[config.mk]
export PLATFORM = sky130hd
export DESIGN_NAME = mcdf_pkt_arbiter_flat
export DESIGN_NICKNAME = d
export VERILOG_FILES = /design/src/rtl/mcdf_pkt_arbiter_if.sv /design/src/rtl/mcdf_pkt_arbiter.sv /design/src/flat_wrapper.sv
export SDC_FILE = /design/constraint.sdc
export NUM_CORES = 1
export LEC_CHECK = 0
export CAP_MARGIN = 0
export CORE_MARGIN = 4
export CORE_UTILIZATION = 37
export CTS_CLUSTER_SIZE = 28
export DETAILED_ROUTE_END_ITERATION = 12
export GPL_ROUTABILITY_DRIVEN = 1
export PLACE_DENSITY = 0.87
export SLEW_MARGIN = 20
export SYNTH_ARGS = -nofsm -noshare
export SYNTH_HDL_FRONTEND = slang
export SYNTH_SLANG_ARGS = --single-unit
[constraint.sdc]
create_clock -name clk_i -period 4 [get_ports clk_i]
set_clock_uncertainty 0.15 [all_clocks]
set_input_delay 0.8 -clock clk_i [delete_from_list [all_inputs] [get_ports clk_i]]
set_output_delay 0.8 -clock clk_i [all_outputs]
set_load 0.02 [all_outputs]
[src/rtl/mcdf_pkt_arbiter_if.sv]
// Arbiter-side bundle: control fields, FIFO heads and pops, formatter stream.
// master = arbiter, slave = the surrounding FIFOs/registers/formatter.
interface mcdf_pkt_arbiter_if #(
  parameter int DW = 32,
  parameter int CW = 6
);
  logic [2:0]      slv_en_i;
  logic [5:0]      slv_prio_i;
  logic [8:0]      slv_len_i;
  logic [3*CW-1:0] slv_cnt_i;
  logic [3*DW-1:0] slv_data_i;
  logic [2:0]      slv_rd_o;
  logic            f2a_rdy_i;
  logic            a2f_val_o;
  logic [DW-1:0]   a2f_data_o;
  logic [1:0]      a2f_id_o;
  logic [5:0]      a2f_len_o;
  logic            a2f_sop_o;
  logic            a2f_eop_o;
  logic            busy_o;

  modport master (
    input  slv_en_i, slv_prio_i, slv_len_i, slv_cnt_i, slv_data_i, f2a_rdy_i,
    output slv_rd_o, a2f_val_o, a2f_data_o, a2f_id_o, a2f_len_o, a2f_sop_o,
           a2f_eop_o, busy_o
  );

  modport slave (
    output slv_en_i, slv_prio_i, slv_len_i, slv_cnt_i, slv_data_i, f2a_rdy_i,
    input  slv_rd_o, a2f_val_o, a2f_data_o, a2f_id_o, a2f_len_o, a2f_sop_o,
           a2f_eop_o, busy_o
  );
endinterface

[src/rtl/mcdf_pkt_arbiter.sv]
// Packet arbiter: locks one eligible MCDF channel per packet and streams it to the formatter.
// 2 cycles from eligibility to first word; f2a_rdy_i low holds the word and suppresses the pop.
module mcdf_pkt_arbiter #(
  parameter int DW = 32,
  parameter int CW = 6
) (
  input logic                clk_i,
  input logic                rstn_i,
  mcdf_pkt_arbiter_if.master bus
);

  typedef enum logic [1:0] {IDLE, ARB, XFER} state_e;

  state_e     state_q, state_d;
  logic [1:0] gnt_id_q, gnt_id_d;
  logic [1:0] last_gnt_q, last_gnt_d;
  logic [5:0] gnt_len_q, gnt_len_d;
  logic [5:0] cnt_q, cnt_d;

  logic [1:0] prio_a [3];
  logic [2:0] len_a  [3];
  logic [2:0] elig;
  logic       any_elig;
  logic [1:0] best_prio;
  logic       found;
  logic       taken;
  logic [2:0] scan;
  logic [1:0] win_id;
  logic [5:0] win_len;
  logic       beat;

  function automatic logic [5:0] dec_len(input logic [2:0] code);
    case (code)
      3'd0:    dec_len = 6'd4;
      3'd1:    dec_len = 6'd8;
      3'd2:    dec_len = 6'd16;
      default: dec_len = 6'd32;
    endcase
  endfunction

  always_comb begin
    for (int k = 0; k < 3; k++) begin
      prio_a[k] = bus.slv_prio_i[2*k +: 2];
      len_a[k]  = bus.slv_len_i[3*k +: 3];
      elig[k]   = bus.slv_en_i[k] &&
                  (bus.slv_cnt_i[CW*k +: CW] >= CW'(dec_len(len_a[k])));
    end
    any_elig = |elig;
  end

  // Lowest priority value wins; ties go to the first match scanning from last_gnt+1.
  always_comb begin
    found     = 1'b0;
    best_prio = 2'd3;
    for (int k = 0; k < 3; k++) begin
      if (elig[k] && (!found || prio_a[k] < best_prio)) begin
        best_prio = prio_a[k];
        found     = 1'b1;
      end
    end
    taken   = 1'b0;
    win_id  = 2'd0;
    win_len = 6'd0;
    scan    = 3'd0;
    for (int i = 1; i <= 3; i++) begin
      scan = {1'b0, last_gnt_q} + 3'(i);
      if (scan >= 3'd3) scan = scan - 3'd3;
      for (int k = 0; k < 3; k++) begin
        if (!taken && scan == 3'(k) && elig[k] && prio_a[k] == best_prio) begin
          taken   = 1'b1;
          win_id  = 2'(k);
          win_len = dec_len(len_a[k]);
        end
      end
    end
  end

  assign beat = (state_q == XFER) && bus.f2a_rdy_i;

  always_ff @(posedge clk_i or negedge rstn_i) begin
    if (!rstn_i) begin
      state_q    <= IDLE;
      gnt_id_q   <= 2'd0;
      gnt_len_q  <= 6'd0;
      cnt_q      <= 6'd0;
      last_gnt_q <= 2'd2;
    end else begin
      state_q    <= state_d;
      gnt_id_q   <= gnt_id_d;
      gnt_len_q  <= gnt_len_d;
      cnt_q      <= cnt_d;
      last_gnt_q <= last_gnt_d;
    end
  end

  always_comb begin
    state_d    = state_q;
    gnt_id_d   = gnt_id_q;
    gnt_len_d  = gnt_len_q;
    cnt_d      = cnt_q;
    last_gnt_d = last_gnt_q;
    case (state_q)
      IDLE: if (any_elig) state_d = ARB;
      ARB: begin
        if (any_elig) begin
          state_d    = XFER;
          gnt_id_d   = win_id;
          gnt_len_d  = win_len;
          cnt_d      = 6'd0;
          last_gnt_d = win_id;
        end else begin
          state_d = IDLE;
        end
      end
      XFER: begin
        if (beat) begin
          cnt_d = cnt_q + 6'd1;
          if (cnt_q == gnt_len_q - 6'd1) state_d = IDLE;
        end
      end
      default: state_d = IDLE;
    endcase
  end

  always_comb begin
    bus.a2f_val_o  = 1'b0;
    bus.a2f_data_o = '0;
    bus.a2f_id_o   = 2'd0;
    bus.a2f_len_o  = 6'd0;
    bus.a2f_sop_o  = 1'b0;
    bus.a2f_eop_o  = 1'b0;
    bus.slv_rd_o   = 3'b000;
    bus.busy_o     = (state_q != IDLE);
    if (state_q == XFER) begin
      bus.a2f_val_o = 1'b1;
      bus.a2f_id_o  = gnt_id_q;
      bus.a2f_len_o = gnt_len_q;
      bus.a2f_sop_o = (cnt_q == 6'd0);
      bus.a2f_eop_o = (cnt_q == gnt_len_q - 6'd1);
      case (gnt_id_q)
        2'd0: begin
          bus.a2f_data_o  = bus.slv_data_i[DW-1:0];
          bus.slv_rd_o[0] = beat;
        end
        2'd1: begin
          bus.a2f_data_o  = bus.slv_data_i[2*DW-1:DW];
          bus.slv_rd_o[1] = beat;
        end
        default: begin
          bus.a2f_data_o  = bus.slv_data_i[3*DW-1:2*DW];
          bus.slv_rd_o[2] = beat;
        end
      endcase
    end
  end

endmodule

[src/flat_wrapper.sv]
// flat-port wrapper written by rule: the top's interface ports become plain ports
module mcdf_pkt_arbiter_flat 
#(
  parameter int DW = 32,
  parameter int CW = 6
)
  (clk_i, rstn_i, bus_slv_en_i, bus_slv_prio_i, bus_slv_len_i, bus_slv_cnt_i, bus_slv_data_i, bus_f2a_rdy_i, bus_slv_rd_o, bus_a2f_val_o, bus_a2f_data_o, bus_a2f_id_o, bus_a2f_len_o, bus_a2f_sop_o, bus_a2f_eop_o, bus_busy_o);
  mcdf_pkt_arbiter_if #(.DW(DW), .CW(CW)) bus_i ();
  input logic clk_i;
  input logic rstn_i;
  input wire logic [$bits(bus_i.slv_en_i)-1:0] bus_slv_en_i;
  input wire logic [$bits(bus_i.slv_prio_i)-1:0] bus_slv_prio_i;
  input wire logic [$bits(bus_i.slv_len_i)-1:0] bus_slv_len_i;
  input wire logic [$bits(bus_i.slv_cnt_i)-1:0] bus_slv_cnt_i;
  input wire logic [$bits(bus_i.slv_data_i)-1:0] bus_slv_data_i;
  input wire logic [$bits(bus_i.f2a_rdy_i)-1:0] bus_f2a_rdy_i;
  output wire logic [$bits(bus_i.slv_rd_o)-1:0] bus_slv_rd_o;
  output wire logic [$bits(bus_i.a2f_val_o)-1:0] bus_a2f_val_o;
  output wire logic [$bits(bus_i.a2f_data_o)-1:0] bus_a2f_data_o;
  output wire logic [$bits(bus_i.a2f_id_o)-1:0] bus_a2f_id_o;
  output wire logic [$bits(bus_i.a2f_len_o)-1:0] bus_a2f_len_o;
  output wire logic [$bits(bus_i.a2f_sop_o)-1:0] bus_a2f_sop_o;
  output wire logic [$bits(bus_i.a2f_eop_o)-1:0] bus_a2f_eop_o;
  output wire logic [$bits(bus_i.busy_o)-1:0] bus_busy_o;
  assign bus_i.slv_en_i = bus_slv_en_i;
  assign bus_i.slv_prio_i = bus_slv_prio_i;
  assign bus_i.slv_len_i = bus_slv_len_i;
  assign bus_i.slv_cnt_i = bus_slv_cnt_i;
  assign bus_i.slv_data_i = bus_slv_data_i;
  assign bus_i.f2a_rdy_i = bus_f2a_rdy_i;
  assign bus_slv_rd_o = bus_i.slv_rd_o;
  assign bus_a2f_val_o = bus_i.a2f_val_o;
  assign bus_a2f_data_o = bus_i.a2f_data_o;
  assign bus_a2f_id_o = bus_i.a2f_id_o;
  assign bus_a2f_len_o = bus_i.a2f_len_o;
  assign bus_a2f_sop_o = bus_i.a2f_sop_o;
  assign bus_a2f_eop_o = bus_i.a2f_eop_o;
  assign bus_busy_o = bus_i.busy_o;
  mcdf_pkt_arbiter #(.DW(DW), .CW(CW)) u_core (.clk_i(clk_i), .rstn_i(rstn_i), .bus(bus_i));
endmodule
# [Word level (Yosys, flattened, before mapping)]
# Cells that the tools add are included.
[word_totals] regBits=18 input_bits=135 output_inout_bits=47 elab_cells=159
[op_classes] n_addsub=8 n_lt_le_gt_ge=8 n_eq_ne=23 mux=55 n_reduce_logical=60
[ops] op="$mux W6" count=12
[ops] op="$pmux W32 S2" count=1
[ops] op="$pmux W6 S3" count=3
[ops] op="$logic_and A1 B1 Y1" count=32
[ops] op="$mux W32" count=1
[ops] op="$mux W2" count=15
[ops] op="$eq A3 B1 Y1 const B" count=6
[ops] op="$eq A3 B2 Y1 const B" count=6
[ops] op="$ge A6 B6 Y1" count=3
[ops] op="$logic_not A3 Y1" count=6
[ops] op="$mux W1" count=17
[ops] op="$mux W3" count=4
[ops] op="$pmux W6 S2" count=1
[ops] op="$logic_not A1 Y1" count=10
[ops] op="$ge A3 B2 Y1 const B" count=3
[ops] op="$sub A3 B2 Y3 const B" count=3
[ops] op="$add A2 B2 Y3 const B" count=2
[ops] op="$add A6 B1 Y6 const B" count=1
[ops] op="$eq A2 B2 Y1" count=3
[ops] op="$eq A6 B6 Y1" count=1
[ops] op="$logic_not A6 Y1" count=1
[ops] op="$ne A2 B1 Y1 const B" count=3
[ops] op="$pmux W2 S3" count=1
[ops] op="$reduce_and A3 Y1" count=2
[ops] op="other kinds (12)" count=17

# [Logic depth before layout (Yosys ltp)]
# Gate-level depths: netlist of the first run.
[depth] depth_word=56 depth_mapped=22

# [Worst setup path before layout of the first run]
# OpenSTA, ideal clock, no wires.
[synth_path] kind="in2reg" from="input port bus_slv_len_i[0]" to="register u_core.gnt_len_q[3]" setup_ns=0.086 arrival_time_ns=5.071 t_required_ns=3.764 setup_slack_ns=-1.307 cell_stages=21 path_buffers=0 path_cell_list="or3b_2 > ha_1 > and3_1 > o31ai_1 > a21o_1 > inv_1 > ha_1 > a21o_1 > a21oi_1 > a2bb2oi_1 > inv_1 > ha_1 > nor2_1 > a21oi_1 > o22ai_2 > mux2i_2 > xnor2_1 > or4_1 > or2_1 > a21o_1 > a32oi_1"
[synth_between] elab_chain_cells=56
[synth_lines] item="start, declared" line="flat_wrapper.sv:13" source="input wire logic [$bits(bus_i.slv_len_i)-1:0] bus_slv_len_i;"
[synth_lines] item="$eq A3 B2 Y1, or another cell as far along" line="mcdf_pkt_arbiter.sv:33" source="case (code)"
[synth_lines] item="$pmux W6 S3 *" line="mcdf_pkt_arbiter.sv:33"
[synth_lines] item="$ge A6 B6 Y1" line="mcdf_pkt_arbiter.sv:46" source="(bus.slv_cnt_i[CW*k +: CW] >= CW'(dec_len(len_a[k])));"
[synth_lines] item="$logic_and A1 B1 Y1" line="mcdf_pkt_arbiter.sv:45" source="elig[k] = bus.slv_en_i[k] &&"
[synth_lines] item="$mux W2 / $mux W1 (equally long branches)" line="mcdf_pkt_arbiter.sv:56" source="if (elig[k] && (!found || prio_a[k] < best_prio)) begin"
[synth_lines] item="$lt A2 B2 Y1 / $logic_not A1 Y1 (equally long branches)" line="mcdf_pkt_arbiter.sv:56"
[synth_lines] item="$logic_or A1 B1 Y1" line="mcdf_pkt_arbiter.sv:56"
[synth_lines] item="$logic_and A1 B1 Y1" line="mcdf_pkt_arbiter.sv:56"
[synth_lines] item="[34 not listed]"
[synth_lines] item="$logic_and A1 B1 Y1 (3 in series)" line="mcdf_pkt_arbiter.sv:69" source="if (!taken && scan == 3'(k) && elig[k] && prio_a[k] == best_prio) begin"
[synth_lines] item="$mux W1" line="mcdf_pkt_arbiter.sv:69"
[synth_lines] item="$logic_not A1 Y1" line="mcdf_pkt_arbiter.sv:69"
[synth_lines] item="$logic_and A1 B1 Y1 (3 in series)" line="mcdf_pkt_arbiter.sv:69"
[synth_lines] item="$mux W1" line="mcdf_pkt_arbiter.sv:69"
[synth_lines] item="$logic_not A1 Y1" line="mcdf_pkt_arbiter.sv:69"
[synth_lines] item="$logic_and A1 B1 Y1 (3 in series)" line="mcdf_pkt_arbiter.sv:69"
[synth_lines] item="$mux W6" line="mcdf_pkt_arbiter.sv:69"
[synth_lines] item="end signal, assigned" line="mcdf_pkt_arbiter.sv:90" source="gnt_len_q <= gnt_len_d;"
[synth_lines] item="end, declared" line="mcdf_pkt_arbiter.sv:17" source="logic [5:0] gnt_len_q, gnt_len_d;"
# Every way passes the cells marked *; elsewhere a longest branch is shown, timed or not.
# A chain may end at the register's enable or synchronous reset.

# [Worst setup path in the final report of the first run]
[layout_path] from="input port bus_slv_len_i[0]" to="register u_core.gnt_len_q[5]"
# Same word-level chain as after synthesis.

==> results of run 1 <==
## worst reg2reg max path, cell delays in order (launching register included)
cell and delay [ns]:
dfrtp_2 1.02, ha_1 0.42, inv_1 0.19, o31a_1 0.34, or4_4 0.55, or2_4 0.27, a21o_1 0.19, a32oi_1 0.16
## worst paths after layout
| kind | slack [ns] | depth (start not counted) | to |
|---|---|---|---|
| setup / recovery | -1.24 | 23 | u_core.gnt_len_q[5]$_DFFE_PN0P_ |
| hold / removal | 0.38 | 1 | u_core.state_q[0]$_DFFE_PN0P_ |
| setup reg to reg | 0.64 | 7 | u_core.gnt_len_q[3]$_DFFE_PN0P_ |
| hold reg to reg | 0.38 | 1 | u_core.state_q[0]$_DFFE_PN0P_ |
| max in group asynchronous | 2.37 | 1 | u_core.last_gnt_q[0]$_DFFE_PN0P_ |
| min in group asynchronous | 0.83 | 1 | u_core.cnt_q[4]$_DFFE_PN0P_ |
## per-layer routing
layer | global-route usage [%] | share of wire, % | wire length, um | up-vias
met5 | 0 | 0 | 0 | -
met1 | 27.6 | 39 | 4710 | 1746
met2 | 44.0 | 53 | 6400 | 131
li1 | - | - | - | 1847
met3 | 4.01 | 5.3 | 648 | 38
met4 | 5.29 | 3.4 | 408 | 0
## repair_timing
item	CTS	global route
setup endpoints to repair	7	9
pin swaps	27	27
resized for setup	35	37
buffers inserted	10	7
## cell families (layout without fill, tap and decap cells)
logic type | count (synthesis) | after routing | synth area share, %
flip-flops | 15 | 15 | 13.7
other | 1 | 2 | 0.136
AO/OA/AOI/OAI | 102 | 102 | 24.9
AND/OR/NAND/NOR | 167 | 167 | 28.3
XOR/XNOR | 10 | 10 | 3.18
adder cells (fa/ha/maj) | 23 | 23 | 10.5
multiplexers | 37 | 37 | 13.7
buffers and inverters | 39 | 264 | 5.60
## layout make-up
class / count / share of cell area, %
inverters: 18 / 1.24
repair buffers: 242 / 41.8
flip-flops and latches: 15 / 6.98
clock buffers: 4 / 0.829
multi-input cells: 341 / 46.8
well taps: 99 / 2.28
## cell usage after synthesis (4+ instances only)
cell type   n  share of area (%)
mux2i_1    33                 12
nor3_1     13                2.4
o31ai_1     7                1.9
o21ai_0    15                2.7
dfrtp_1    14                 13
and2_1      9                2.0
clkbuf_1   16                2.2
ha_1       23                 10
a21o_1      4                1.1
nor4_1      4               0.91
xnor2_1     7                2.2
and3_1      4               0.91
a21oi_1    45                8.2
nand3_1     6                1.1
nor2_1     81                 11
nand2_1    27                3.7
nor2b_1     6                1.4
inv_1      18                2.5
## registers in the layout (all words and copies together) (netlist names)
signal and flops:
u_core.gnt_len_q 4, u_core.state_q 2, u_core.gnt_id_q 1, u_core.last_gnt_q 2, u_core.cnt_q 6
## cells in the final DEF (no fill, tap or decap), types with 3 or more instances in the layout
cell type / Yosys / routed
clkdlybuf4s50_1: 0 / 174
a21oi_1: 45 / 41
nand2_1: 27 / 26
nor2_1: 81 / 78
buf_4: 2 / 63
xnor2_1: 7 / 5
clkbuf_8: 0 / 3
o21a_1: 3 / 3
nand3_1: 6 / 6
dfrtp_1: 14 / 12
and2_1: 9 / 9
and3_1: 4 / 3
mux2i_1: 33 / 33
nor2_2: 1 / 3
nor4_1: 4 / 3
nor2b_1: 6 / 5
mux2_2: 3 / 3
nor3_1: 13 / 9
o21ai_0: 15 / 9
ha_1: 23 / 19
a21o_1: 4 / 4
o21ai_1: 2 / 7
o31ai_1: 7 / 6
inv_1: 18 / 16
ha_4: 0 / 4
## stage by stage
step / hold slack [ns] / instance area (um2) / power [mW] / setup TNS [ns] / cells
after floorplan: 0.339 / 2820 / 1.19 / -6.50 / 395
after global placement: 0.353 / 5010 / 1.73 / -10.72 / 700
after detailed placement: 0.368 / 5010 / 1.76 / -12.28 / 700
after CTS: 0.381 / 5190 / 1.94 / -6.49 / 712
after global routing: 0.408 / 5430 / 2.22 / -8.54 / 719
final: 0.376 / 5430 / 2.06 / -7.61 / 719
## power breakdown
group / leakage, nW / switching [mW] / internal, mW
clock network: 0.0228 / 0.0554 / 0.0707
logic: 1.93 / 0.846 / 0.779
registers: 0.190 / 0.111 / 0.203
total: 2.15 / 1.01 / 1.05
==> impl_metrics.tcl, run 1 <==
set metrics [dict create \
    status "finished with violations" \
    failed_checks "negative setup slack" \
    io_buffers 179 \
    end_kind "register" \
    critPathMaxFanout 5 \
    ys_seq_elements 15 \
    area_growth_pct 97.5 \
    cp-startpoint "bus_slv_len_i[0]" \
    synthCells 394 \
    antenna_found_initial 0 \
    slew_headroom_pct 34.1 \
    numCtsBuffers 3 \
    nets 779 \
    worstPathRequired_ns 3.98 \
    worstHoldPathType "reg -> reg" \
    vias_per_cell 5.23 \
    min_from "u_core.state_q[0]$_DFFE_PN0P_" \
    wl_mm 12.2 \
    crit_slowest_cell "or3b_4" \
    setup_slack_ns -1.24 \
    dpl.hpwl_mm 9.14 \
    yosysWarnings 0 \
    syn_area_um2 2750 \
    p_leak_nw 2.15 \
    cp_data_arrival_time_ns 5.22 \
    grt_pass1_vias 3607 \
    grt_max_degree 39 \
    diodes 0 \
    utilization_pct 74.9 \
    dr.pass1.iters 4 \
    grt_overflow_total 0 \
    fin_crit_sh_pct 131 \
    root_buffer "clkbuf_8" \
    vias 3762 \
    drive_above_1_share_pct 20.0 \
    clk_pin_slew_ns 0.06 \
    finalHoldViolCount 0 \
    htreeDepth 1 \
    crit_family "compound AO/OA/AOI/OAI gates" \
    tightest_slew_ns 0.988 \
    drtIter0Drc 178 \
    worstPathCellList "buf_8, or3b_4, ha_4, and3_4, o31ai_4, a21o_1, inv_2, ha_4, a21o_1, a21oi_2, a2bb2oi_2, inv_2, ha_4, nor2_4, a21oi_4, o22ai_4, mux2i_4, xnor2_4, o41ai_4, buf_4, a211oi_4, nor2b_2, o41a_1" \
    fin_crit_ns 5.24 \
    drv_slew 0 \
    dieArea_um2 8880 \
    drtAntennaViolNets 0 \
    postCtsHoldBufs 0 \
    synthDistinctLibCells 61 \
    cp-start-kind "primary input" \
    synth.avg_cell_area_um2 6.98 \
    die_y_um 94.2 \
    cts_tree "done" \
    die_width_um 94.2 \
    setup_violations 7 \
    rr_startpoint "u_core.last_gnt_q[0]$_DFFE_PN0P_" \
    insertion_delay_ns 0.25 \
    clock_path_buffers 2 \
    ir_drop_mv 0.256 \
    crit_path_frequent_cell "ha_4" \
    yosysSeqAreaShare_pct 13.7 \
    multi_input_area_um2 2540 \
    wl_per_cell_um 16.9 \
    start_util_pct 37.9 \
    regArea_um2 379 \
    fillCellCount 567 \
    synth_edf_count 0 \
    place.gp.congestion 0.890 \
    fp.coreArea_um2 7250 \
    path_class "in -> reg" \
    clkSinkCount 15 \
    drv_cap 0 \
    drc_errors 0 \
    grt_usage_pct 23.5 \
    rows 31 \
    pre_cts_ws_ns -1.84 \
    synthFlopType "dfrtp_1" \
    rsz0062_at_grt "yes" \
    io_pins 182 \
    powerDensity_nw_per_um2 380 \
    worst-path-buf-inv 4 \
    crit_path_max_incr_delay_ns 0.42 \
    max_freq_mhz 191 \
    synthArstFlopShare_pct 100 \
    grt_pass1_wl_mm 16.9 \
]
Power figures use the tool's default switching activity.
==> inputs of run 2 (changes only) <==
--- a/config.mk
+++ b/config.mk
@@ -5,12 +5,12 @@
 export SDC_FILE = /design/constraint.sdc
 export NUM_CORES = 1
 export LEC_CHECK = 0
-export CAP_MARGIN = 0
 export CORE_MARGIN = 4
 export CORE_UTILIZATION = 37
 export CTS_CLUSTER_SIZE = 28
 export DETAILED_ROUTE_END_ITERATION = 12
 export GPL_ROUTABILITY_DRIVEN = 1
+export HOLD_SLACK_MARGIN = 0.15
 export PLACE_DENSITY = 0.87
 export SLEW_MARGIN = 20
 export SYNTH_ARGS = -nofsm -noshare
==> results of run 2 <==
Final layout, timing and power as in run 1 (identical DEF).
